### src/rtl/cost_vector_packer_pkg.sv
// cost_vector_packer_pkg: state encoding and sizing helper shared by the cost vector packer.
package cost_vector_packer_pkg;

   typedef enum logic {
      COLLECT = 1'b0,
      HOLD    = 1'b1
   } state_e;

   function automatic int clog2(input int n);
      int r;
      r = 0;
      while ((1 << r) < n) r++;
      return r;
   endfunction

endpackage

### src/rtl/cost_vector_packer.sv
// cost_vector_packer: gathers serial cost words into a padded packed vector for argmin,
// double buffered so one vector collects while the previous waits downstream.
module cost_vector_packer
   import cost_vector_packer_pkg::*;
#(
   parameter int WIDTH     = 7,
   parameter int INPUTS    = 8,
   parameter int CNT_WIDTH = clog2(INPUTS + 1)
) (
   input  logic                    clk,
   input  logic                    rst,
   input  logic [WIDTH-1:0]        in_word,
   input  logic                    in_valid,
   input  logic                    in_last,
   output logic                    in_ready,
   output logic [WIDTH*INPUTS-1:0] out_words,
   output logic [CNT_WIDTH-1:0]    out_count,
   output logic                    out_valid,
   input  logic                    out_ready
);

   localparam int               IW       = clog2(INPUTS);
   localparam logic [WIDTH-1:0] PAD      = '1;
   localparam logic [IW-1:0]    LAST_IDX = IW'(INPUTS - 1);

   state_e                  state_q, state_d;
   logic [IW-1:0]           idx_q, idx_d;
   logic [WIDTH*INPUTS-1:0] coll_q, coll_d, fill, out_words_q, out_words_d;
   logic [CNT_WIDTH-1:0]    hold_cnt_q, hold_cnt_d, out_count_q, out_count_d, cnt;
   logic                    out_valid_q, out_valid_d, out_fire, closing;

   // Collect register with this cycle's word merged in and all later slots padded.
   for (genvar k = 0; k < INPUTS; k++) begin : g_slot
      assign fill[k*WIDTH +: WIDTH] = (IW'(k) < idx_q)  ? coll_q[k*WIDTH +: WIDTH] :
                                      (IW'(k) == idx_q) ? in_word : PAD;
   end

   assign out_fire = out_valid_q && out_ready;
   assign closing  = in_last || (idx_q == LAST_IDX);
   assign cnt      = CNT_WIDTH'(idx_q + 1);

   always_ff @(posedge clk or posedge rst) begin
      if (rst) begin
         state_q     <= COLLECT;
         idx_q       <= '0;
         coll_q      <= '0;
         hold_cnt_q  <= '0;
         out_words_q <= '0;
         out_count_q <= '0;
         out_valid_q <= 1'b0;
      end else begin
         state_q     <= state_d;
         idx_q       <= idx_d;
         coll_q      <= coll_d;
         hold_cnt_q  <= hold_cnt_d;
         out_words_q <= out_words_d;
         out_count_q <= out_count_d;
         out_valid_q <= out_valid_d;
      end
   end

   always_comb begin
      state_d     = state_q;
      idx_d       = idx_q;
      coll_d      = coll_q;
      hold_cnt_d  = hold_cnt_q;
      out_words_d = out_words_q;
      out_count_d = out_count_q;
      out_valid_d = out_valid_q && !out_ready;
      if (state_q == HOLD) begin
         if (out_fire) begin
            state_d     = COLLECT;
            idx_d       = '0;
            out_words_d = coll_q;
            out_count_d = hold_cnt_q;
            out_valid_d = 1'b1;
         end
      end else if (in_valid) begin
         coll_d = fill;
         idx_d  = closing ? '0 : IW'(idx_q + 1);
         if (closing && (!out_valid_q || out_ready)) begin
            out_words_d = fill;
            out_count_d = cnt;
            out_valid_d = 1'b1;
         end else if (closing) begin
            state_d    = HOLD;
            hold_cnt_d = cnt;
         end
      end
   end

   always_comb begin
      in_ready  = (state_q == COLLECT);
      out_words = out_words_q;
      out_count = out_count_q;
      out_valid = out_valid_q;
   end

endmodule

### config.mk
export PLATFORM = sky130hd
export DESIGN_NAME = cost_vector_packer
export DESIGN_NICKNAME = d
export VERILOG_FILES = /design/src/rtl/cost_vector_packer_pkg.sv /design/src/rtl/cost_vector_packer.sv
export SDC_FILE = /design/constraint.sdc
export NUM_CORES = 1
export LEC_CHECK = 0
export ABC_AREA = 1
export CORE_ASPECT_RATIO = 0.6
export CORE_MARGIN = 5
export CORE_UTILIZATION = 25
export CTS_CLUSTER_SIZE = 16
export DETAILED_ROUTE_END_ITERATION = 10
export PLACE_DENSITY = 0.51
export SLEW_MARGIN = 20
export SYNTH_ARGS = -nofsm -noshare
export SYNTH_HDL_FRONTEND = slang
export SYNTH_SLANG_ARGS = --single-unit
### constraint.sdc
create_clock -name clk -period 12.8 [get_ports clk]
set_clock_uncertainty 0.2 [all_clocks]
set_input_delay 2.56 -clock clk [delete_from_list [all_inputs] [get_ports clk]]
set_output_delay 2.56 -clock clk [all_outputs]
set_load 0.01 [all_outputs]
==> results.cfg, run 1 <==
[die]
core_area_um2 = 24390
die_y_um = 132.5
num_io_pins = 74
chipWidth_um = 214.1
start_util = 0.2562
dieArea_um2 = 28360
rows = 44

[logic_synthesis]
avgSynthCellArea_um2 = 7.343
synth.ff_latch_count = 125
synth_cell_type_count = 19
synth_area_um2 = 6248
yosys_warnings = 0
syn_inst = 851
ys_seq_area_frac = 0.5006
synth_nets = 867

[critical_path]
crit_slowest_cell = buf_4
critPathArrivalTime_ps = 4800
critPathCaptureType = register
cp.required_ps = 12880
cpPeakStageDelay_ps = 800
regToRegStartpoint = idx_q[0]
critPathLaunchType = input pin
r2r_cells = 11
crit_fanout = 106
rrSetupSlack_ps = 9440
path_cells = clkdlybuf4s50_1, inv_1, nor2_4, buf_4, inv_1, o21ai_0, o21ai_0
worstSetupPathType = input pin to register
r2r-end = out_words[1]

[global_route]
grt_max_degree = 107
grt.total_usage = 0.1316
grt_pass1_vias = 5242
gr-total-overflow = 0
antenna_found_initial = 0
grt_pass1_wl_mm = 30.08

[route]
ant_nets = 0
wl_per_cell_um = 15.09
routed_wl_mm = 18.66
route.detailed.drc = 0
drtPass1Iterations = 5
via_per_inst = 4.561
drtIter0Drc = 508
vias = 5642

[clocking]
cts_buffers = 17
cts_buffer_depth = 2
cts_tree = done
post_cts_buffers = 0
cts_resized = 0
cts_root_buffer = clkbuf_16
hold_buffers = 0
clkTransAtPathRegs_ps = 60
cts_sinks = 125
insertion_delay_ps = 420
htreeDepth = 4

[finish]
layout-area-overhead-vs-synth_pct = 25.35
utilization = 0.3212
fin_nets = 918
seqCellArea_um2 = 3128
antenna_cells = 0
final_common_cell = nand2_1
final_cells = 1237
layout-drive-gt1-share = 0.05683
multiInputGateArea_um2 = 2736
fin_area_um2 = 7833
nFillCells = 2613
final_cell_mix = nand2_1 (335), dfrtp_1 (125), nor2_1 (97), nand3_1 (86), clkdlybuf4s50_1 (73)

[power]
clock_power_share = 0.243
comb_power_share = 0.425
seq_power_share = 0.332
vdd_drop_max_mv = 0.1256
internal_power_w = 0.001231
p_sw_frac = 0.4071
leakage_nw = 3.669
switching_power_w = 0.0008449
p_per_area_nw_per_um2 = 265.0

[timing]
setup_viol = 0
hold_viol = 0
fmax_ghz = 0.2118
min_period_over_period = 0.3689
max_slew.worst_pin.slew_ps = 1040
hold_slack_ps = 276.6
finalMaxSlewViolations = 0
rsz0062_at_grt = no
setup_tns_ps = 0
max_slew_margin = 0.3068
min_period_ps = 4721

[min_path]
hp-class = register to register
holdCritStartpoint = out_words[33]
whs_path_depth = 2
min_to = out_words[33]

[run_status]
status = complete, no violations

[place]
dp_cells = 1205
hpwl_mm = 11.96
placed_cell_area_um2 = 7222
gp_congestion = 0.7562
numPortBuffers = 73

[flow_run]
drv_cap = 0
-- worst max path at each step --
stage / slack [ps] / end / start
5_1_grt: 7810 / idx_q[2] / in_valid
6_report: 8080 / idx_q[1] / in_valid
3_3_place_gp: 7740 / out_words[45] / out_ready
2_1_floorplan: 6710 / coll_q[0] / rst
4_1_cts: 8090 / idx_q[1] / in_valid
3_5_place_dp: 7660 / idx_q[1] / in_valid
-- per-layer routing --
metal  GRT usage  share of wire  vias up
li1            -              -     2829
met5           0              0        -
met2      0.1758           0.41      157
met1      0.2070           0.53     2630
met4     0.04183          0.014        0
met3     0.02945          0.046       26
-- sequential cells by signal, summed over array words and instances, names as in the netlist --
register,count
state_q,1
out_count,4
idx_q,3
coll_q,56
hold_cnt_q,4
out_words,56
out_valid,1
-- power by group through the flow --
stage,registers (W),logic [W],clock network (W)
after floorplan,0.000692,0.000515,0
after global placement,0.000698,0.000887,0
after detailed placement,0.000693,0.000895,0
after CTS,0.000691,0.000899,0.000517
after global routing,0.000713,0.000995,0.000533
final,0.000689,0.000883,0.000504
-- area by class of cell --
class,instances,share of cell area
well taps,322,0.05144
flip-flops and latches,125,0.3994
multi-input cells,631,0.3494
inverters,49,0.02380
clock buffers,21,0.06006
repair buffers,78,0.09808
clock inverters,11,0.01789
-- Yosys cell counts --
| cell type | n | area, um2 |
|---|---|---|
| nor2_4 | 1 | 11.26 |
| nand3_1 | 86 | 430.4 |
| nor2_2 | 1 | 6.260 |
| dfrtp_1 | 125 | 3128 |
| buf_1 | 1 | 3.750 |
| a21oi_2 | 1 | 8.760 |
| buf_2 | 24 | 120.1 |
| inv_2 | 1 | 3.750 |
| inv_1 | 48 | 180.2 |
| nand2_1 | 335 | 1257 |
| buf_4 | 2 | 15.01 |
| o21ai_0 | 50 | 250.2 |
| a31oi_1 | 35 | 219.0 |
| nand2_2 | 3 | 18.77 |
| nor2_1 | 98 | 367.9 |
| or2_2 | 7 | 43.79 |
| ha_1 | 4 | 50.05 |
| nand4_1 | 10 | 62.56 |
| clkbuf_1 | 19 | 71.32 |
-- through the flow --
stage | power (W) | setup slack, ps
final | 0.002076 | 8079
after global routing | 0.002241 | 7806
after CTS | 0.002106 | 8091
after detailed placement | 0.001588 | 7655
after global placement | 0.001586 | 7739
after floorplan | 0.001207 | 6712
-- kinds of logic after synthesis --
| group | synth area share |
|---|---|
| buffers and inverters | 0.06307 |
| adders and majority gates | 0.008010 |
| and+or+nand+nor | 0.3518 |
| AOI/OAI and AO/OA | 0.07649 |
| DFF | 0.5006 |
-- worst max-delay path, delay by kind of cell --
family | cells | cell delay, ps
buffers and inverters | 4 | 1770
AOI/OAI and AO/OA | 2 | 370
and+or+nand+nor | 1 | 90
(Power assumes the default switching activity.)
==> run 2: changes to the inputs <==
--- a/config.mk
+++ b/config.mk
@@ -11,7 +11,7 @@
 export CORE_UTILIZATION = 25
 export CTS_CLUSTER_SIZE = 16
 export DETAILED_ROUTE_END_ITERATION = 10
-export PLACE_DENSITY = 0.51
+export PLACE_DENSITY = 0.52
 export SLEW_MARGIN = 20
 export SYNTH_ARGS = -nofsm -noshare
 export SYNTH_HDL_FRONTEND = slang
==> constraint.sdc (replaced) <==
create_clock -name clk -period 4.18 [get_ports clk]
set_clock_uncertainty 0.2 [all_clocks]
set_input_delay 0.836 -clock clk [delete_from_list [all_inputs] [get_ports clk]]
set_output_delay 0.836 -clock clk [all_outputs]
set_load 0.01 [all_outputs]
==> run 2 against run 1 <==
Register-to-register slack worse by 8000 ps. First-iteration DRC count down 14%. Sequential power rose to 2.9 times the previous value. Final area barely moved.
==> results.cfg, run 2 (synthesized netlist as in run 1, its figures left out) <==
[global_route]
antenna_found_initial = 0
grt_pass1_vias = 5181
grt.total_usage = 0.1305
grt_pass1_wl_mm = 29.55
grt_max_degree = 97
gr-total-overflow = 0

[critical_path]
crit_fanout = 15
critPathArrivalTime_ps = 1840
r2r_cells = 12
cp.required_ps = 3140
path_cells = inv_2, clkdlybuf4s50_1
critPathCaptureType = output port
crit_slowest_cell = dfrtp_1
cpPeakStageDelay_ps = 790
critPathLaunchType = register
worstSetupPathType = register to output port

[route]
wl_per_cell_um = 14.60
route.detailed.drc = 0
drtPass1Iterations = 7
ant_nets = 0
vias = 5602
routed_wl_mm = 18.16
via_per_inst = 4.503
drtIter0Drc = 436

[die]
rows = 44
die_y_um = 132.5
dieArea_um2 = 28360
start_util = 0.2562
chipWidth_um = 214.1
core_area_um2 = 24390
num_io_pins = 74

[place]
numPortBuffers = 73
gp_congestion = 0.7656
dp_cells = 1213
placed_cell_area_um2 = 7298
hpwl_mm = 11.91

[finish]
seqCellArea_um2 = 3128
nFillCells = 2561
layout-area-overhead-vs-synth_pct = 25.37
fin_area_um2 = 7834
antenna_cells = 0
utilization = 0.3212
multiInputGateArea_um2 = 2726
final_common_cell = nand2_1
fin_nets = 926
final_cell_mix = nand2_1 (335), dfrtp_1 (125), nor2_1 (98), nand3_1 (86), clkdlybuf4s50_1 (73)
layout-drive-gt1-share = 0.05965
final_cells = 1244

[power]
vdd_drop_max_mv = 0.3918
finalPower_w = 0.006201
leakage_nw = 3.689
p_per_area_nw_per_um2 = 791.5

[clocking]
post_cts_buffers = 0
cts_root_buffer = clkbuf_16
hold_buffers = 0
cts_buffers = 17
cts_sinks = 125
cts_resized = 0
insertion_delay_ps = 420
cts_tree = done
htreeDepth = 4
clkTransAtPathRegs_ps = 50
cts_buffer_depth = 2

[timing]
setup_tns_ps = 0
rsz0062_at_grt = no
finalMaxSlewViolations = 0
setup_viol = 0
hold_viol = 0
min_period_over_period = 0.6888
max_slew_margin = 0.3338
fmax_ghz = 0.3473
max_slew.worst_pin.slew_ps = 999.3
min_period_ps = 2879

[min_path]
whs_path_depth = 2
hp-class = register to register

[flow_run]
drv_cap = 0

[run_status]
status = complete, no violations
-- run 2: final cells by class --
class	count	area share
clock buffers	23	0.05973
inverters	49	0.02396
repair buffers	86	0.1089
flip-flops and latches	125	0.3993
clock inverters	8	0.008625
multi-input cells	631	0.3480
well taps	322	0.05143
-- run 2: worst max-delay path: cells and delay by family (launching register included) --
| family | cells | cell delay (ps) |
|---|---|---|
| buf+inv | 2 | 620 |
| flops | 1 | 790 |
-- run 2: worst paths after layout --
kind                               from       endpoint  slack, ps
max in group asynchronous           rst     coll_q[20]       2700
min                        out_count[0]   out_count[0]        270
min reg2reg                out_count[0]   out_count[0]        270
max                             state_q       in_ready       1300
min in group asynchronous           rst  out_words[24]        670
max reg2reg                    idx_q[0]  out_words[46]       1430
-- run 2: metal layers --
metal / global-route usage / part of all wire
met5: 0 / 0
met1: 0.2001 / 0.54
met2: 0.1766 / 0.40
met3: 0.03059 / 0.041
met4: 0.04719 / 0.017
-- run 2: per-stage QoR --
step	setup WS, ps	hold slack, ps
2_1_floorplan	1605	253.4
3_3_place_gp	1179	263.5
3_5_place_dp	1110	264.4
4_1_cts	1295	280.3
5_1_grt	1175	295.5
6_report	1301	274.5
-- run 2: report_power, final --
part / leakage [nW] / total (W) / internal [W] / switching (W)
clock network: 0.266 / 0.00138 / 0.000838 / 0.000541
registers: 1.38 / 0.00202 / 0.00171 / 0.000310
logic: 2.04 / 0.00280 / 0.00110 / 0.00170
==> run 3: changes to the inputs <==
==> constraint.sdc (replaced) <==
create_clock -name clk -period 2.37 [get_ports clk]
set_clock_uncertainty 0.2 [all_clocks]
set_input_delay 0.474 -clock clk [delete_from_list [all_inputs] [get_ports clk]]
set_output_delay 0.474 -clock clk [all_outputs]
set_load 0.01 [all_outputs]
==> run 3 against run 2 <==
Die area did not move. Clock power rose by 77%. Worst hold slack got worse by 55 ps. Cell count rose by 1.7%. Sequential power rose by 76%. Critical path depth did not move. Via count rose by 1.1%. Flip-flop and latch count did not move. Critical path type unchanged. Setup slack got worse by 1100 ps. First-iteration DRC count fell by 3.0%. Utilization rose by 0.96 points.
==> results.cfg, run 3 (synthesized netlist as in run 1, its figures left out) <==
[global_route]
use_met3 = 0.03584
grt.total_usage = 0.1319
antenna_found_initial = 0
grt_pass1_vias = 5356
grt_pass1_wl_mm = 30.13
grt_max_degree = 97
grt.busiest_layer = met1
use_met1 = 0.2007
gr-total-overflow = 0
met2_usage = 0.1850

[place]
numPortBuffers = 73
hpwl_mm = 12.90
gp_congestion = 0.8000

[critical_path]
crit_fanout = 2
cp.required_ps = 1700
cpPeakStageDelay_ps = 560
critPathCaptureType = output port
critPathArrivalTime_ps = 1520
critPathLaunchType = register
worstSetupPathType = register to output port
path_cells = inv_2, clkdlybuf4s50_1
crit_slowest_cell = clkdlybuf4s50_1

[power]
finalPower_w = 0.01116
vdd_drop_max_mv = 0.4941
p_per_area_nw_per_um2 = 1383
leakage_nw = 3.814

[timing]
setup_tns_ps = 0
hold_viol = 0
finalMaxSlewViolations = 0
min_period_ps = 2191
fmax_ghz = 0.4565
rsz0062_at_grt = no
max_slew_margin = 0.6960
min_period_over_period = 0.9243
max_slew.worst_pin.slew_ps = 454.3
setup_viol = 0

[flow_run]
drv_cap = 0

[finish]
multiInputGateArea_um2 = 2726
layout-area-overhead-vs-synth_pct = 29.11
nFillCells = 2561
antenna_cells = 0
final_cell_mix = nand2_1 (335), dfrtp_1 (125), nor2_1 (98), nand3_1 (86), clkdlybuf4s50_1 (73)
layout-drive-gt1-share = 0.07953
seqCellArea_um2 = 3128
final_common_cell = nand2_1
fin_nets = 947

[clocking]
cts_tree = done
post_cts_buffers = 0
clkTransAtPathRegs_ps = 60
cts_resized = 0
cts_buffer_depth = 2
cts_root_buffer = clkbuf_16
cts_buffers = 17
htreeDepth = 4
insertion_delay_ps = 420
hold_buffers = 0
cts_sinks = 125

[die]
num_io_pins = 74
rows = 44
core_area_um2 = 24390
start_util = 0.2562
dieArea_um2 = 28360
chipWidth_um = 214.1
die_y_um = 132.5

[run_status]
status = complete, no violations

[min_path]
hp-class = input pin to asynchronous set/reset pin

[route]
route.detailed.drc = 0
drtIter0Drc = 423
routed_wl_mm = 18.50
ant_nets = 0
via_per_inst = 4.476
drtPass1Iterations = 5
vias = 5662
wl_per_cell_um = 14.63
## run 3: cell type report
class	instances	share of cell area
sequential	125	0.3877
tap	322	0.04994
clock buffer	24	0.05847
timing repair buffer	107	0.1346
multi-input combinational	631	0.3379
inverter	49	0.02326
clock inverter	7	0.008065
## run 3: per-layer routing
layer,part of all wire,vias up
li1,-,2894
met3,0.053,13
met4,0.0077,0
met2,0.41,151
met5,0,-
met1,0.53,2604
## run 3: worst max-delay path, delay by kind of cell, from the launching register on
family / cells / cell delay [ps]
buffers and inverters: 2 / 700
flip-flops: 1 / 390
## run 3: final timing paths
| kind | slack [ps] | cells past startpoint | start | end |
|---|---|---|---|---|
| worst max-delay path | 180 | 2 | state_q | in_ready |
| worst min-delay path | 220 | 2 | rst | out_words[26] |
| worst max register to register | 250 | 10 | idx_q[0] | out_words[17] |
| worst min register to register | 280 | 2 | out_words[35] | out_words[35] |
| max in group asynchronous | 1190 | 3 | rst | coll_q[27] |
| min in group clk | 280 | 2 | out_words[35] | out_words[35] |
## run 3: where the power goes
group / switching, W / internal (W) / total, W
clock: 0.000954 / 0.00148 / 0.00244
sequential: 0.000527 / 0.00302 / 0.00355
combinational: 0.00305 / 0.00213 / 0.00517
total: 0.00453 / 0.00663 / 0.0112
## run 3: per-stage QoR
step	area, um2	hold slack, ps	std cells	util	setup slack [ps]
global route	8068	230.2	1265	0.3308	19.13
floorplan	6252	253.4	851	-	156.7
finish	8068	219.3	1265	0.3308	179.4
detailed placement	7531	267.8	1234	0.3088	190.2
CTS	8068	220.9	1265	0.3308	162.0
global placement	7531	266.0	1234	0.3088	210.9
